<file path="src/rtl/switch_buttons_in.sv">
// Switch/button input peripheral: sync, debounce, press-event latch, bus reads.
// Define SWITCH_BUTTONS_IRQ_EN to add a registered irq output for pending events.
module switch_buttons_in #(
  parameter logic [4:0] DEV_ID          = 5'b00001,
  parameter int         DEBOUNCE_CYCLES = 16
) (
  input  logic        clk,
  input  logic        reset,
  input  logic        perf_en,
  input  logic [4:0]  device,
  input  logic [5:0]  command,
  input  logic [7:0]  switches,
  input  logic [4:0]  buttons,
  output logic [31:0] data_out,
  output logic        data_valid
`ifdef SWITCH_BUTTONS_IRQ_EN
  ,
  output logic        irq
`endif
);

  localparam int CW = $clog2(DEBOUNCE_CYCLES + 1);
  localparam logic [CW-1:0] CMAX = CW'(DEBOUNCE_CYCLES - 1);

  localparam logic [5:0] READ_SW  = 6'b000010;
  localparam logic [5:0] READ_BTN = 6'b000011;
  localparam logic [5:0] READ_EVT = 6'b000100;

  // bits [7:0] are switches, [12:8] are buttons
  logic [12:0]   raw;
  logic [12:0]   s1;
  logic [12:0]   s2;
  logic [12:0]   stable;
  logic [12:0]   stable_next;
  logic [CW-1:0] cnt [13];
  logic [CW-1:0] cnt_next [13];

  logic [4:0]  evt;
  logic [4:0]  evt_next;
  logic [4:0]  rise;
  logic        addressed;
  logic        is_sw;
  logic        is_btn;
  logic        is_evt;
  logic        hit;
  logic [31:0] rd_data;

  assign raw = {buttons, switches};

  always_comb begin
    for (int i = 0; i < 13; i++) begin
      stable_next[i] = stable[i];
      cnt_next[i]    = '0;
      if (s2[i] != stable[i]) begin
        if (cnt[i] == CMAX) stable_next[i] = s2[i];
        else cnt_next[i] = cnt[i] + CW'(1);
      end
    end
  end

  assign addressed = perf_en && (device == DEV_ID);
  assign is_sw     = addressed && (command == READ_SW);
  assign is_btn    = addressed && (command == READ_BTN);
  assign is_evt    = addressed && (command == READ_EVT);

  // a rise landing on the clearing edge survives the clear
  assign rise     = stable_next[12:8] & ~stable[12:8];
  assign evt_next = (evt & ~{5{is_evt}}) | rise;

  always_comb begin
    rd_data = data_out;
    hit     = 1'b1;
    unique case (1'b1)
      is_sw:   rd_data = {24'd0, stable[7:0]};
      is_btn:  rd_data = {27'd0, stable[12:8]};
      is_evt:  rd_data = {27'd0, evt};
      default: hit = 1'b0;
    endcase
  end

  always_ff @(posedge clk) begin
    if (!reset) begin
      s1         <= '0;
      s2         <= '0;
      stable     <= '0;
      evt        <= '0;
      data_out   <= '0;
      data_valid <= 1'b0;
      for (int i = 0; i < 13; i++) cnt[i] <= '0;
    end else begin
      s1         <= raw;
      s2         <= s1;
      stable     <= stable_next;
      evt        <= evt_next;
      data_out   <= rd_data;
      data_valid <= hit;
      for (int i = 0; i < 13; i++) cnt[i] <= cnt_next[i];
    end
  end

`ifdef SWITCH_BUTTONS_IRQ_EN
  always_ff @(posedge clk) begin
    if (!reset) irq <= 1'b0;
    else        irq <= |evt;
  end
`endif

endmodule

</file>
<file path="config.mk">
export PLATFORM = sky130hd
export DESIGN_NAME = switch_buttons_in
export DESIGN_NICKNAME = d
export VERILOG_FILES = /design/src/rtl/switch_buttons_in.sv
export SDC_FILE = /design/constraint.sdc
export NUM_CORES = 1
export LEC_CHECK = 0
export CORE_MARGIN = 3
export CORE_UTILIZATION = 30
export CTS_CLUSTER_DIAMETER = 100
export DETAILED_ROUTE_END_ITERATION = 10
export PLACE_DENSITY_LB_ADDON = 0.12
export SYNTH_ARGS = -nofsm -noshare
export SYNTH_HDL_FRONTEND = slang
export SYNTH_SLANG_ARGS = --single-unit
</file>
<file path="constraint.sdc">
create_clock -name clk -period 3.52 [get_ports clk]
set_clock_uncertainty 0.2 [all_clocks]
set_input_delay 0.704 -clock clk [delete_from_list [all_inputs] [get_ports clk]]
set_output_delay 0.704 -clock clk [all_outputs]
set_load 0.01 [all_outputs]
</file>
### Yosys cells after proc, flatten, opt, wreduce, memory -nomap -nowiden

Memory sizes are Yosys's and may differ from the RTL's.
Index checks and enable logic that the tools add are counted.

| cells by class | value |
|---|---|
| $add $sub $neg | 13 |
| equality and inequality tests | 30 |
| mux-type cells | 53 |
| bitwise logic cells | 18 |
| reductions and logical operators | 14 |

Operator list:

| kind | count |
|---|---|
| $mux W5 | 39 |
| $pmux W32 S3 | 1 |
| $add A5 B1 Y5 const B | 13 |
| $eq A5 B4 Y1 const B | 13 |
| $reduce_and A2 Y1 | 8 |
| $mux W1 | 13 |
| $ne A1 B1 Y1 | 13 |
| $or A1 B1 Y1 | 13 |
| $eq A6 B2 Y1 const B | 2 |
| $and A5 B5 Y5 | 2 |
| $not A5 Y5 | 2 |
| $eq A6 B3 Y1 const B | 1 |
| $eq A5 B1 Y1 const B | 1 |
| $or A5 B5 Y5 | 1 |
| $logic_and A1 B1 Y1 | 4 |
| $reduce_bool A3 Y1 | 1 |
| $reduce_or A3 Y1 | 1 |

| word-level totals | value |
|---|---|
| register bits after elaboration | 77 |
| memory bits (writable) | 65 |
| bits of input ports | 27 |
| memories | 1 |

Memories:

| name | words | bits a word | rd ports | clocked after memory_dff | write ports | line | text |
|---|---|---|---|---|---|---|---|
| cnt | 13 | 5 | 13 | 0 | 13 | 35 | `logic [CW-1:0] cnt [13];` |

### Logic depth before layout (Yosys ltp)

Gate-level depths: netlist of the first run.

| logic depth | value |
|---|---|
| depth in word-level cells | 6 |
| mapped depth | 6 |
| mapped depth without buffers | 6 |

### Worst setup path before layout of the first run

No wires, ideal clock.

| timing path | value |
|---|---|
| kind | in2reg |
| from | in command[5] |
| to | reg evt[0] |
| library setup time | 117 ps |
| arrival | 1794 ps |
| required time | 3203 ps |
| slack | 1409 ps |
| stages | 4 |
| path buffers | 0 |
| path through | or4_4 -> nor2_2 -> a21boi_1 -> a22o_1 |

| between the ends | value |
|---|---|
| word-level cells in the longest chain between the ends | 5 |

RTL lines:

| element | line | text |
|---|---|---|
| start: declaration | 11 | `input logic [5:0] command,` |
| $eq A6 B3 Y1 | 64 | `assign is_evt = addressed && (command == READ_EVT);` |
| $logic_and A1 B1 Y1 | 64 |  |
| $not A5 Y5 | 68 | `assign evt_next = (evt & ~{5{is_evt}}) \| rise;` |
| $and A5 B5 Y5 | 68 |  |
| $or A5 B5 Y5 | 68 |  |
| end signal: assignment | 94 | `evt <= evt_next;` |
| end: declaration | 38 | `logic [4:0] evt;` |

Every way passes these cells.
A chain may end at the register's enable or synchronous reset.

### Worst setup path in the final report of the first run

| timing path | value |
|---|---|
| from | in command[1] |
| to | reg data_out[2] |

| between the ends | value |
|---|---|
| word-level cells in the longest chain between the ends | 3 |

RTL lines:

| element | line | text |
|---|---|---|
| $eq A6 B3 Y1, or another cell as far along | 64 |  |
| $logic_and A1 B1 Y1 (on tied branches) | 64, 62, 63 |  |
| $pmux W32 S3 or $reduce_bool A3 Y1 (tied branches) | n/a |  |
| end signal: assignment | 95 | `data_out <= rd_data;` |
| end: declaration | 14 | `output logic [31:0] data_out,` |

Parallel ways exist; a longest one is shown, timed or not. The select of a mux whose other input is x is not followed.

==> impl_metrics.py, run 1 <==
metrics = {
    "outcome": {
        "status": "completed",
    },
    "critical_path": {
        "crit_type": "in -> reg",
        "cp.arrival_ns": 2.49,
        "critical_path_buf_inv_count": 1,
        "crit_path_end_kind": "flop",
        "crit_cells": 5,
        "critical_path.max_stage_delay_ns": 0.60,
        "critical_path_required_ns": 3.64,
        "start_kind": "input port",
        "timing.critical_path.cells": "clkdlybuf4s50_1, or4b_4, a211oi_4, o21ai_0, a31oi_1",
        "r2r_cells": 6,
        "r2r-start": "cnt[1][20]",
        "cp_slowest_cell": "sky130_fd_sc_hd__or4b_4",
        "worstPathMaxFanout": 9,
        "cpLargestDelayFamily": "compound AO/OA/AOI/OAI gates",
        "r2r_setup_slack_ns": 1.85,
        "r2r-end": "evt[4]",
    },
    "route": {
        "post_drt_wl_per_cell_um": 11.4,
        "avgViaCountPerCell": 4.18,
        "first_pass_iters": 4,
        "vias_post_dr": 2927,
        "route.final.wire_length_um": 7980,
        "drt_drc_violations_left": 0,
        "route.antenna.remaining_nets": 0,
        "drt-initial-drc-count": 90,
    },
    "clocking": {
        "numCtsBuffers": 17,
        "clock_tree.htree_level_count": 4,
        "clock_latency_ns": 0.40,
        "clkSinkCount": 118,
        "clkSlewWorstSetupHoldPaths_ns": 0.05,
        "tritoncts": "yes",
        "post_cts_resized": 0,
        "root_buffer": "sky130_fd_sc_hd__clkbuf_16",
        "cts_hold_repair.buffers": 0,
        "clockBufferDepth": 2,
        "cts_post_setup_buffers_inserted": 0,
    },
    "final_layout": {
        "area.growth.synth_to_final_pct": 23.0,
        "antenna_cells_inserted": 0,
        "share_of_cells_above_drive_strength_1": 0.0619,
        "final_nets": 559,
    },
    "job": {
        "max_cap_violations": 0,
    },
    "place": {
        "globalplace.congestion": 0.812,
        "port_buffers": 35,
        "place.detailed.hpwl_um": 5850,
        "place_ws_ns": 0.744,
    },
    "timing": {
        "final_cycle_utilization_of_the_critical_path": 0.673,
        "fin_tns_setup_ns": 0,
        "max_freq_ghz": 0.422,
        "number_of_hold_violations_in_the_final_report": 0,
        "tightestPinTransition_ns": 0.618,
        "setup_viol": 0,
        "rsz_0062_raised_after_global_routing": "false",
        "fin_crit_ns": 2.37,
        "postLayoutSetupSlackWorst_ns": 1.15,
        "timing.slew.headroom": 0.587,
        "slew_viol_final": 0,
    },
    "yosys": {
        "synthesis.area_per_instance_um2": 10.1,
        "postSynth.asyncResetShare": 0,
        "ys_types": 33,
        "synth.largest_area_cell": "sky130_fd_sc_hd__dfxtp_1",
        "syn-instance-count": 458,
        "synth_area_leaders": "sky130_fd_sc_hd__dfxtp_1 (51%), sky130_fd_sc_hd__ha_1 (7.0%), sky130_fd_sc_hd__nor2_1 (5.4%)",
        "post_synth_instance_area_um2": 4610,
        "yosys.area.top_type_share": 0.512,
        "synth.yosys.seq_area_share": 0.512,
        "synth-edff-count": 0,
        "synth-seq-cells": 118,
        "synth.yosys.warnings": 0,
        "most_used_flip_flop_cell_after_synthesis": "sky130_fd_sc_hd__dfxtp_1",
    },
    "pwr": {
        "totalPowerFinal_mw": 3.19,
        "internal_power_component_mw": 2.59,
        "leakage_nw": 2.26,
        "combinationalPowerShare": 0.031,
        "power.share.sequential": 0.428,
        "clock_power_share": 0.541,
        "net-switching-power_mw": 0.604,
        "power.switching_fraction": 0.189,
        "power_density_nw_per_um2": 562,
        "vdd_drop_max_mv": 0.309,
    },
    "grt": {
        "global_route.overflow_total": 0,
        "grt_start_max_net_pins": 35,
        "grt_antenna_before_repair": 0,
        "grt_use_total": 0.104,
        "wire_length_of_the_first_global_routing_pass_um": 13600,
        "grt_pass1_vias": 2927,
    },
    "floorplan": {
        "initial_core_util": 0.312,
        "fp.dieW_um": 130,
        "core_area_um2": 14800,
        "fp.dieH_um": 130,
        "rows": 44,
        "io-pin-count": 60,
        "die_outline_area_um2": 16900,
    },
    "worst_hold_path": {
        "hold_path_depth": 1,
        "worst_hold_startpoint": "s1[4]",
        "holdPathEnd": "s2[4]",
        "min-delay-path-class": "reg -> reg",
    },
}
[per-layer routing]
metal,share of wire,vias up,global-route usage
li1,-,1548,-
met1,0.49,1310,0.129
met2,0.45,59,0.160
met3,0.052,10,0.0418
met4,0.011,0,0.0477
met5,0,-,0
[power groups by stage]
| stage | clock network (mW) | registers, mW | logic [mW] |
|---|---|---|---|
| final | 1.73 | 1.37 | 0.0984 |
| after global routing | 1.84 | 1.37 | 0.111 |
| after CTS | 1.78 | 1.37 | 0.0998 |
| after detailed placement | 0 | 1.39 | 0.0994 |
| after global placement | 0 | 1.39 | 0.0989 |
| after floorplan | 0 | 1.39 | 0.0757 |
[cell usage in the layout, fill, tap and decap left out, types with 5 or more instances in the layout]
cell / instances
sky130_fd_sc_hd__conb_1: 24
sky130_fd_sc_hd__a221o_1: 5
sky130_fd_sc_hd__clkbuf_1: 6
sky130_fd_sc_hd__nand3_1: 13
sky130_fd_sc_hd__nand2_1: 10
sky130_fd_sc_hd__and2_1: 27
sky130_fd_sc_hd__a31oi_1: 5
sky130_fd_sc_hd__nor2_1: 66
sky130_fd_sc_hd__inv_1: 31
sky130_fd_sc_hd__nor2b_1: 15
sky130_fd_sc_hd__nand3b_1: 15
sky130_fd_sc_hd__dfxtp_1: 118
sky130_fd_sc_hd__and3_1: 13
sky130_fd_sc_hd__xnor2_1: 13
sky130_fd_sc_hd__ha_1: 26
sky130_fd_sc_hd__clkdlybuf4s50_1: 34
sky130_fd_sc_hd__clkbuf_16: 17
sky130_fd_sc_hd__o21ai_0: 5
sky130_fd_sc_hd__xor2_1: 26
sky130_fd_sc_hd__mux2i_1: 13
[Yosys cell counts, drive strengths merged, types with 10 or more instances]
cell      n
nor2     67
and2     27
nand2    10
nor2b    15
xnor2    13
mux2i    13
dfxtp   118
nand3b   15
nand3    13
inv      31
buf      24
xor2     26
and3     13
ha       26
[final cells by class]
class,count,area (um2)
Fill cell,1473,9130
Clock buffer,27,503
Sequential cell,118,2360
Timing Repair Buffer,37,360
Inverter,31,116
Multi-Input combinational cell,301,2020
Clock inverter,3,90.1
Tap cell,184,230
[worst register-to-register path: cells and delay by family (launching register included)]
kind                       cells  cell delay (ns)
DFF                            1             0.34
adders and majority gates      2             0.36
muxes                          1             0.19
and+or+nand+nor                2             0.25
AOI/OAI and AO/OA              1             0.22
[how the worst max path moves through the flow]
stage | start | endpoint | slack, ns
3_3_place_gp | command[3] | data_out[2] | 0.83
4_1_cts | command[1] | data_out[2] | 1.17
3_5_place_dp | command[1] | data_out[2] | 0.74
6_report | command[1] | data_out[2] | 1.15
5_1_grt | command[1] | data_out[0] | 1.05
2_1_floorplan | command[5] | evt[0] | 1.41
[cells by family (layout without fill, tap and decap cells)]
group,Yosys count,after routing,synth area share
xor+xnor,39,39,0.0740
fa+ha+maj,26,26,0.0705
other cells,1,24,0.000813
buf+inv,62,98,0.0700
simple gates,173,173,0.200
compound gates,26,26,0.0447
flops,118,118,0.512
mux,13,13,0.0282
[per-stage QoR]
step	std cells	utilization	hold slack, ns	area, um2
2_1_floorplan	481	-	0.212	4700
3_3_place_gp	671	0.343	0.219	5080
3_5_place_dp	671	0.343	0.218	5080
4_1_cts	701	0.383	0.233	5680
5_1_grt	701	0.383	0.249	5680
6_report	701	0.383	0.230	5680
[state kept, by name, indices dropped and copies added (netlist names)]
signal / count
cnt: 65
s1: 13
s2: 13
stable: 13
data_out: 8
evt: 5
data_valid: 1
Note: power is estimated with default switching activity, not from simulation.
==> inputs of run 2 (changes only) <==
==> constraint.sdc (replaced) <==
create_clock -name clk -period 2.1 [get_ports clk]
set_clock_uncertainty 0.2 [all_clocks]
set_input_delay 0.42 -clock clk [delete_from_list [all_inputs] [get_ports clk]]
set_output_delay 0.42 -clock clk [all_outputs]
set_load 0.01 [all_outputs]
==> impl_metrics.py, run 2 (synthesis results as in run 1) <==
metrics = {
    "outcome": {
        "status": "completed",
    },
    "worst_hold_path": {
        "holdPathEnd": "s2[4]",
        "min-delay-path-class": "reg -> reg",
        "hold_path_depth": 1,
        "worst_hold_startpoint": "s1[4]",
    },
    "pwr": {
        "leakage_nw": 2.33,
        "power_density_nw_per_um2": 954,
        "totalPowerFinal_mw": 5.53,
        "vdd_drop_max_mv": 0.586,
    },
    "clocking": {
        "cts_post_setup_buffers_inserted": 0,
        "tritoncts": "yes",
        "clkSlewWorstSetupHoldPaths_ns": 0.05,
        "clock_tree.htree_level_count": 4,
        "clockBufferDepth": 2,
        "clkSinkCount": 118,
        "post_cts_resized": 0,
        "root_buffer": "sky130_fd_sc_hd__clkbuf_16",
        "cts_hold_repair.buffers": 0,
        "clock_latency_ns": 0.41,
        "numCtsBuffers": 17,
    },
    "timing": {
        "fin_crit_ns": 1.97,
        "final_cycle_utilization_of_the_critical_path": 0.937,
        "max_freq_ghz": 0.508,
        "setup_viol": 0,
        "rsz_0062_raised_after_global_routing": "false",
        "slew_viol_final": 0,
        "fin_tns_setup_ns": 0,
        "number_of_hold_violations_in_the_final_report": 0,
    },
    "critical_path": {
        "start_kind": "input port",
        "cp.arrival_ns": 2.09,
        "cp_slowest_cell": "sky130_fd_sc_hd__or4_4",
        "timing.critical_path.cells": "clkdlybuf4s50_1, or4_4, a211oi_4, o21ai_0, a31oi_1",
        "r2r-end": "evt[4]",
        "crit_path_end_kind": "flop",
        "critical_path_required_ns": 2.23,
        "r2r_setup_slack_ns": 0.44,
        "worstPathMaxFanout": 9,
        "critical_path.max_stage_delay_ns": 0.60,
        "r2r-start": "cnt[1][20]",
        "setup.worst_path.start": "command[5]",
        "crit_type": "in -> reg",
        "r2r_cells": 6,
    },
    "floorplan": {
        "die_outline_area_um2": 16900,
        "fp.dieW_um": 130,
        "initial_core_util": 0.312,
        "core_area_um2": 14800,
        "io-pin-count": 60,
        "fp.dieH_um": 130,
        "rows": 44,
    },
    "grt": {
        "wire_length_of_the_first_global_routing_pass_um": 13600,
        "global_route.overflow_total": 0,
        "grt_pass1_vias": 2987,
        "grt_util_met3": 0.0409,
        "met2_usage": 0.158,
        "grt_start_max_net_pins": 21,
        "grt_most_used_layer": "met2",
        "met1_capacity_usage_during_global_routing": 0.129,
        "grt_use_total": 0.105,
        "grt_antenna_before_repair": 0,
    },
    "job": {
        "max_cap_violations": 0,
    },
    "route": {
        "post_drt_wl_per_cell_um": 11.2,
        "route.final.wire_length_um": 7960,
        "drt_drc_violations_left": 0,
        "drt-initial-drc-count": 146,
        "route.antenna.remaining_nets": 0,
        "avgViaCountPerCell": 4.29,
        "vias_post_dr": 3057,
        "first_pass_iters": 4,
    },
    "final_layout": {
        "share_of_cells_above_drive_strength_1": 0.0888,
        "final_cell_mix": "sky130_fd_sc_hd__dfxtp_1 (118), sky130_fd_sc_hd__nor2_1 (66), sky130_fd_sc_hd__clkdlybuf4s50_1 (34)",
        "layout_commonest_cell": "sky130_fd_sc_hd__dfxtp_1",
        "number_of_filler_instances_in_the_final_layout": 1462,
        "antenna_cells_inserted": 0,
        "largest-register": "cnt",
        "area.growth.synth_to_final_pct": 25.6,
        "final_nets": 569,
        "largest_register_ffs": 65,
    },
    "place": {
        "place.detailed.hpwl_um": 5890,
        "port_buffers": 35,
        "globalplace.congestion": 0.747,
    },
}
## run 2: cell types whose count changed in the layout (fill, tap and decap cells not counted), sizes merged
| cell | change |
|---|---|
| buf | +10 |
| clkbuf | -3 |
| clkinv | +4 |
| bufinv | +1 |
## run 2: metal layers
metal,wire length (um),part of all wire
met4,203,0.025
met1,3870,0.49
met3,410,0.052
met5,0,0
met2,3480,0.44
## run 2: through the flow
step                      setup slack, ns  cells  hold WS [ns]   util  instance area (um2)
after floorplan                     0.273    481         0.212      -                 4700
after global placement             -0.237    681         0.215  0.348                 5160
after CTS                           0.129    713         0.235  0.391                 5800
final                               0.132    713         0.229  0.391                 5800
after detailed placement           -0.295    681         0.220  0.348                 5160
after global routing               0.0356    713         0.254  0.391                 5800
## run 2: report_power, final
| group | leakage [nW] | internal [mW] | switching, mW |
|---|---|---|---|
| registers | 0.957 | 2.27 | 0.0155 |
| logic | 1.06 | 0.0890 | 0.0854 |
| clock network | 0.314 | 2.11 | 0.960 |
| total | 2.33 | 4.47 | 1.06 |
## run 2: worst max path at each step
stage / endpoint / cells past startpoint
floorplan: evt[0] / 4
global placement: data_out[7] / 5
detailed placement: data_out[7] / 5
CTS: data_out[3] / 1
global route: data_out[4] / 5
finish: data_out[4] / 5
## run 2: area by class of cell
class | count | area [um2] | share of cell area
Clock inverter | 8 | 144 | 0.0248
Clock buffer | 24 | 492 | 0.0848
Multi-Input combinational cell | 301 | 2020 | 0.348
Inverter | 31 | 116 | 0.0201
Tap cell | 184 | 230 | 0.0397
Sequential cell | 118 | 2360 | 0.408
Timing Repair Buffer | 47 | 435 | 0.0751
## run 2: worst max-delay path: cells and delay by family
family	cells	cell delay [ns]
buffers and inverters	1	0.40
AND/OR/NAND/NOR	1	0.60
AO/OA/AOI/OAI	3	0.68
==> inputs of run 3 (changes only) <==
--- a/config.mk
+++ b/config.mk
@@ -5,6 +5,8 @@
 export SDC_FILE = /design/constraint.sdc
 export NUM_CORES = 1
 export LEC_CHECK = 0
+export CELL_PAD_IN_SITES_DETAIL_PLACEMENT = 0
+export CELL_PAD_IN_SITES_GLOBAL_PLACEMENT = 2
 export CORE_MARGIN = 3
 export CORE_UTILIZATION = 30
 export CTS_CLUSTER_DIAMETER = 100
==> impl_metrics.py, run 3 (synthesis results as in run 1) <==
metrics = {
    "floorplan": {
        "die_outline_area_um2": 16900,
        "fp.dieW_um": 130,
        "rows": 44,
        "io-pin-count": 60,
        "fp.dieH_um": 130,
        "initial_core_util": 0.312,
        "core_area_um2": 14800,
    },
    "route": {
        "route.antenna.remaining_nets": 0,
        "drt_drc_violations_left": 0,
        "avgViaCountPerCell": 4.18,
        "post_drt_wl_per_cell_um": 11.0,
        "vias_post_dr": 2978,
        "drt-initial-drc-count": 90,
        "first_pass_iters": 4,
        "route.final.wire_length_um": 7820,
    },
    "grt": {
        "grt_start_max_net_pins": 19,
        "global_route.overflow_total": 0,
        "grt_pass1_vias": 2897,
        "grt_antenna_before_repair": 0,
        "grt_use_total": 0.106,
        "wire_length_of_the_first_global_routing_pass_um": 13700,
    },
    "final_layout": {
        "antenna_cells_inserted": 0,
        "largest_register_ffs": 65,
        "layout_commonest_cell": "sky130_fd_sc_hd__dfxtp_1",
        "final_cell_mix": "sky130_fd_sc_hd__dfxtp_1 (118), sky130_fd_sc_hd__nor2_1 (66), sky130_fd_sc_hd__clkdlybuf4s50_1 (34)",
        "share_of_cells_above_drive_strength_1": 0.0888,
        "final_nets": 569,
        "largest-register": "cnt",
        "finish.instance_area_um2": 5740,
        "area.growth.synth_to_final_pct": 24.3,
    },
    "timing": {
        "final_cycle_utilization_of_the_critical_path": 0.925,
        "number_of_hold_violations_in_the_final_report": 0,
        "setup_viol": 0,
        "fin_tns_setup_ns": 0,
        "rsz_0062_raised_after_global_routing": "false",
        "slew_viol_final": 0,
        "fin_crit_ns": 1.94,
        "max_freq_ghz": 0.515,
    },
    "critical_path": {
        "timing.critical_path.cells": "clkdlybuf4s50_1, or4b_4, a211oi_4, buf_4, o21ai_0, a31oi_1",
        "crit_type": "in -> reg",
        "critical_path_required_ns": 2.24,
        "r2r-start": "cnt[1][20]",
        "crit_path_end_kind": "flop",
        "r2r_setup_slack_ns": 0.44,
        "critical_path.max_stage_delay_ns": 0.58,
        "setup.worst_path.start": "command[1]",
        "cp_slowest_cell": "sky130_fd_sc_hd__or4b_4",
        "worstPathMaxFanout": 9,
        "start_kind": "input port",
        "cp.arrival_ns": 2.08,
    },
    "place": {
        "place_area_um2": 5150,
        "place.detailed.hpwl_um": 5740,
        "port_buffers": 35,
        "globalplace.congestion": 0.745,
    },
    "clocking": {
        "cts_hold_repair.buffers": 0,
        "clockBufferDepth": 2,
        "post_cts_resized": 0,
        "clkSlewWorstSetupHoldPaths_ns": 0.05,
        "clock_latency_ns": 0.41,
        "tritoncts": "yes",
        "clkSinkCount": 118,
        "clock_tree.htree_level_count": 4,
        "root_buffer": "sky130_fd_sc_hd__clkbuf_16",
        "cts_post_setup_buffers_inserted": 0,
        "numCtsBuffers": 17,
    },
    "pwr": {
        "power_density_nw_per_um2": 917,
        "leakage_nw": 2.30,
        "vdd_drop_max_mv": 0.536,
    },
    "worst_hold_path": {
        "min-delay-path-class": "in -> reg",
        "worst_hold_startpoint": "reset",
    },
    "job": {
        "max_cap_violations": 0,
    },
    "outcome": {
        "status": "completed",
    },
}
## run 3: cell count changes in the layout (fill, tap and decap cells not counted)
cell,previous run,this run
sky130_fd_sc_hd__clkinv_4,1,0
sky130_fd_sc_hd__clkinvlp_4,0,2
sky130_fd_sc_hd__clkbuf_8,4,3
sky130_fd_sc_hd__clkinv_2,3,5
sky130_fd_sc_hd__bufinv_16,4,2
## run 3: worst max-delay path: cells and delay by family
kind | cells | cell delay (ns)
buffers and inverters | 2 | 0.61
AND/OR/NAND/NOR | 1 | 0.58
AO/OA/AOI/OAI | 3 | 0.48
## run 3: worst paths after layout
check	cells after the start	to
max	6	data_out[4]
min	2	evt[3]
max reg2reg	6	evt[4]
min reg2reg	1	s2[2]
## run 3: per-stage QoR
step / total power [mW] / instances / utilization / hold WS (ns) / setup slack (ns)
finish: 5.26 / 713 / 0.387 / 0.223 / 0.156
global route: 5.48 / 713 / 0.387 / 0.234 / 0.0562
CTS: 5.36 / 712 / 0.387 / 0.205 / 0.128
detailed placement: 2.51 / 680 / 0.348 / 0.219 / -0.306
global placement: 2.51 / 680 / 0.348 / 0.215 / -0.278
floorplan: 2.46 / 481 / - / 0.212 / 0.273
## run 3: final cells by class
cell class / instances / area (um2)
clock inverter: 9 / 100
fill: 1497 / 9070
timing repair buffer: 47 / 435
multi-input combinational: 301 / 2020
clock buffer: 23 / 478
inverter: 31 / 116
tap: 184 / 230
sequential: 118 / 2360
## run 3: per-layer routing
metal	share of wire	track usage	vias up
li1	-	-	1576
met2	0.44	0.158	51
met1	0.49	0.130	1337
met5	0	0	-
met4	0.021	0.0587	0
met3	0.044	0.0413	14
## run 3: power breakdown
part	leakage, nW	switching, mW	internal, mW	total, mW
registers	0.957	0.0148	2.27	2.29
clock network	0.283	0.970	1.83	2.80
logic	1.06	0.0870	0.0876	0.175
